## config.mk

```make
export PLATFORM = sky130hd
export DESIGN_NAME = piso_serializer
export DESIGN_NICKNAME = d
export VERILOG_FILES = /design/src/rtl/serial_pkg.sv /design/src/rtl/piso_serializer.sv
export SDC_FILE = /design/constraint.sdc
export NUM_CORES = 1
export LEC_CHECK = 0
export ABC_CLOCK_PERIOD_IN_PS = 2360
export CORE_AREA = 5 5 42 44
export DETAILED_ROUTE_END_ITERATION = 16
export DIE_AREA = 0 0 47 49
export PLACE_DENSITY = 0.62
export SETUP_SLACK_MARGIN = 0.15
export SLEW_MARGIN = 20
export SYNTH_ARGS = -nofsm -noshare
export SYNTH_HDL_FRONTEND = slang
export SYNTH_SLANG_ARGS = --single-unit
```

## constraint.sdc

```tcl
create_clock -name clk -period 2.36 [get_ports clk]
set_input_delay 0.59 -clock clk [delete_from_list [all_inputs] [get_ports clk]]
set_output_delay 0.59 -clock clk [all_outputs]
set_load 0.01 [all_outputs]
```

## src/rtl/serial_pkg.sv

```systemverilog
// ---------------------------------------------------------------------------
// serial_pkg
// Shared definitions for the serial blocks.
//   DEFAULT_SIZE : default parallel word width
//   IDLE / SHIFT : state encoding values
//   state_t      : FSM state type built on that encoding
// ---------------------------------------------------------------------------
package serial_pkg;

   localparam int DEFAULT_SIZE = 4;

   localparam logic IDLE  = 1'b0;
   localparam logic SHIFT = 1'b1;

   typedef enum logic {
      ST_IDLE  = IDLE,
      ST_SHIFT = SHIFT
   } state_t;

endpackage

```

## src/rtl/piso_serializer.sv

```systemverilog
// ---------------------------------------------------------------------------
// piso_serializer
// Parallel-in / serial-out shifter with a valid/ready word input.
//
// Parameters
//   SIZE      : word width, 2..32
//   MSB_FIRST : 1 = bit SIZE-1 leaves first, 0 = bit 0 leaves first
//
// Ports
//   clk       in   rising-edge clock
//   rst       in   synchronous active-high reset
//   din       in   parallel word
//   din_valid in   din holds a word offered for transfer
//   din_ready out  word can be accepted this cycle (combinational)
//   SO        out  serial data, straight from the shift register
//   sof       out  SO carries the first bit of a word
//   last      out  SO carries the final bit of a word
//   busy      out  a word is being shifted out
//
// Handshake: a word moves on a rising edge where din_valid and din_ready
// are both 1. din_ready is high when idle or while the final bit of the
// current word is on SO, so words can stream with no gap. din_valid while
// din_ready is low is ignored, and din is only looked at on the transfer
// edge.
// ---------------------------------------------------------------------------
module piso_serializer
   import serial_pkg::*;
#(
   parameter int SIZE      = DEFAULT_SIZE,
   parameter bit MSB_FIRST = 1'b1
) (
   input  logic            clk,
   input  logic            rst,
   input  logic [SIZE-1:0] din,
   input  logic            din_valid,
   output logic            din_ready,
   output logic            SO,
   output logic            sof,
   output logic            last,
   output logic            busy
);

   localparam int            CW      = $clog2(SIZE);
   localparam logic [CW-1:0] CNT_MAX = CW'(SIZE - 1);
   localparam int            OUT_BIT = MSB_FIRST ? SIZE - 1 : 0;

   state_t          state, state_n;
   logic [SIZE-1:0] sreg, sreg_n;
   logic [CW-1:0]   cnt, cnt_n;
   logic            xfer;

   // Output decode
   assign busy      = (state == ST_SHIFT);
   assign sof       = busy && (cnt == CNT_MAX);
   assign last      = busy && (cnt == '0);
   assign din_ready = !rst && ((state == ST_IDLE) || last);
   assign xfer      = din_valid && din_ready;

   // The register is zero-filled as it shifts and cleared on the way back
   // to IDLE, so the output bit can drive SO directly and reads 0 when idle.
   assign SO = sreg[OUT_BIT];

   always_ff @(posedge clk) begin
      if (rst) begin
         state <= ST_IDLE;
         sreg  <= '0;
         cnt   <= '0;
      end else begin
         state <= state_n;
         sreg  <= sreg_n;
         cnt   <= cnt_n;
      end
   end

   always_comb begin
      state_n = state;
      sreg_n  = sreg;
      cnt_n   = cnt;
      case (state)
         ST_IDLE: begin
            if (xfer) begin
               state_n = ST_SHIFT;
               sreg_n  = din;
               cnt_n   = CNT_MAX;
            end
         end
         ST_SHIFT: begin
            if (cnt != '0) begin
               if (MSB_FIRST) sreg_n = {sreg[SIZE-2:0], 1'b0};
               else           sreg_n = {1'b0, sreg[SIZE-1:1]};
               cnt_n = cnt - CW'(1);
            end else if (xfer) begin
               // Final bit on SO and a new word offered: load it now so the
               // next word follows with no idle cycle.
               sreg_n = din;
               cnt_n  = CNT_MAX;
            end else begin
               state_n = ST_IDLE;
               sreg_n  = '0;
            end
         end
         default: begin
            state_n = ST_IDLE;
            sreg_n  = '0;
            cnt_n   = '0;
         end
      endcase
   end

endmodule

```

==> flow_summary.toml <==
[yosys]
ys_types = 21
syn_area_um2 = 374
syn_nets = 47
ys_ff_latch = 7
ys_seq_area_share_pct = 37.5
avgSynthCellArea_um2 = 9.35
synthCells = 40
synth_warnings = 0

[drt]
vias_per_cell = 4.96
via_count = 347
drt_first_pass_iters = 2
routed_wirelength_um = 776
drtIter0Drc = 5
drc = 0
antenna_left = 0
routedWlPerCell_um = 11.1

[worst_hold_path]
whs_endpoint = "sreg[2]$_SDFFE_PP0P_"
hold_path_class = "register to register"
hp-start = "sreg[1]$_SDFFE_PP0P_"
hold_depth = 2

[final_layout]
fin_area_um2 = 522
area_growth_syn_to_layout_pct = 39.5
layout.nets = 62
nFillCells = 153
mostFrequentLayoutCell = "clkdlybuf4s50_1"
drive_gt1_share_pct = 24.1
n_antenna_cell = 0
final_cell_mix = "10 x clkdlybuf4s50_1, 7 x dfxtp_1, 5 x nor2_1, 4 x a211oi_1"

[clock_network]
clkTransAtPathRegs_ns = 0.06
clk_latency_ns = 0.25
cts_buffer_depth = 2
cts_tree = "done"
clock_sinks = 7
root_buffer = "clkbuf_4"
h-tree-depth = 1
cts_buffers = 3

[floorplanning]
floorplan.rows = 14
ios = 12
die_height_um = 49
coreArea_um2 = 1400
die_w_um = 47
start_util_pct = 26.7
fp.dieArea_um2 = 2300

[global_route]
grt_max_degree = 13
antenna_found_initial = 0
grt_use_total_pct = 7.69
grt_pass1_wl_um = 1230
first_global_vias = 266
globalRouteOverflowTotal = 0

[timing]
skew_ns = 0.00574
rsz0062_at_grt = "no"
slew_violations = 0
tightest_slew_ns = 0.493
max_slew_margin_pct = 67.0
hold_viol = 0
fin_ws_ns = 0.260
fin_crit_ns = 2.10
tns_ns = 0
setup_viol = 0
max_freq_ghz = 0.476
min_period_over_period_pct = 89.0

[worst_setup_path]
crit_path_max_incr_delay_ns = 0.53
reg2reg_to = "sreg[1]$_SDFFE_PP0P_"
r2r_cells = 4
required_ns = 1.77
path_cells = "and3_2 > clkdlybuf4s50_1"
start_kind = "register"
slowest_stage = "clkdlybuf4s50_1"
critical_path_class = "register to output pin"
crit_start = "cnt[0]$_SDFF_PP0_"
arrival_ns = 1.51
r2r-start = "busy$_SDFF_PP0_"
end_kind = "output pin"
r2r_slack_ns = 1.22
cp_max_fo = 7

[placement]
gp_congestion = 0.683
placed_area_um2 = 497
port_buffers = 11
dp_slack_ns = 0.118
dp_hpwl_um = 565

[outcome]
outcome = "finished clean"

[pwr]
p_per_area_nw_per_um2 = 610
ir_drop_uv = 296
leakagePower_nw = 0.191

[run]
cap_viol_max_count = 0
-- layer usage --
metal | vias up | part of all wire [%] | global-route usage [%]
met1 | 159 | 48 | 12.2
li1 | 174 | - | -
met3 | 0 | 12 | 6.64
met5 | - | 0 | 0
met4 | 0 | 0 | 1.38
met2 | 14 | 40 | 7.47
-- through the flow --
| step | util, % | power, mW | hold WS, ns | instances |
|---|---|---|---|---|
| floorplan | - | 0.184 | 0.441 | 40 |
| detailed placement | 35.4 | 0.211 | 0.456 | 66 |
| CTS | 37.2 | 0.326 | 0.464 | 70 |
| global placement | 35.4 | 0.210 | 0.450 | 66 |
| global route | 37.2 | 0.346 | 0.494 | 70 |
| finish | 37.2 | 0.318 | 0.460 | 70 |
-- cells in the mapped netlist --
master / n / area, um2
a211oi_2: 1 / 12.5
nand3_1: 2 / 10.0
a32oi_1: 1 / 8.76
nand2_1: 2 / 7.51
buf_6: 1 / 11.3
o21ai_4: 1 / 16.3
dfxtp_1: 7 / 140
a2111oi_2: 1 / 15.0
xor2_1: 1 / 8.76
nor2_1: 5 / 18.8
o21a_2: 1 / 8.76
a211oi_1: 4 / 30.0
buf_1: 1 / 3.75
and3_2: 1 / 7.51
a21oi_2: 1 / 8.76
nor2_4: 1 / 11.3
nor2_2: 1 / 6.26
buf_4: 1 / 7.51
nor3_1: 3 / 15.0
nand2b_1: 3 / 18.8
nor3b_1: 1 / 7.51
-- where the power goes --
group | switching [mW] | leakage (nW) | internal, mW | total, mW
clock | 0.0461 | 0.0150 | 0.0647 | 0.111
sequential | 0.0118 | 0.0582 | 0.129 | 0.140
combinational | 0.0299 | 0.118 | 0.0372 | 0.0671
total | 0.0877 | 0.191 | 0.230 | 0.318
-- state kept, by name, indices dropped and copies added, names as in the netlist --
name	count
busy	1
sreg	4
cnt	2
-- cell families after synthesis --
kind of cell | count (synthesis) | synth area share (%)
AOI/OAI and AO/OA | 10 | 26.8
xor gates and xnor gates | 1 | 2.34
buffers and inverters | 3 | 6.02
DFF | 7 | 37.5
and+or+nand+nor | 19 | 27.4
-- critical path, delay by kind of cell (launching register included) --
| kind | cells | cell delay, ns |
|---|---|---|
| buf+inv | 1 | 0.53 |
| flops | 1 | 0.50 |
| simple gates | 1 | 0.23 |
-- worst max path at each step --
stage	to	slack, ns	cells past startpoint
after floorplan	din_ready	0.81	2
after global placement	din_ready	0.12	3
after detailed placement	din_ready	0.12	3
after CTS	sof	0.25	2
after global routing	sof	0.21	2
final	sof	0.26	2
-- what timing repair did --
action	4_1_cts	5_1_grt
buffers inserted	0	0
hold buffers	0	0
setup endpoints to repair	1	0
resized for setup	1	0
-- cell type report --
| cell class | count | area, um2 | share of cell area, % |
|---|---|---|---|
| Clock buffer | 4 | 26.3 | 5.04 |
| Multi-Input combinational cell | 30 | 211 | 40.5 |
| Sequential cell | 7 | 140 | 26.9 |
| Tap cell | 16 | 20.0 | 3.84 |
| Timing Repair Buffer | 13 | 124 | 23.7 |
(Power assumes the default switching activity.)
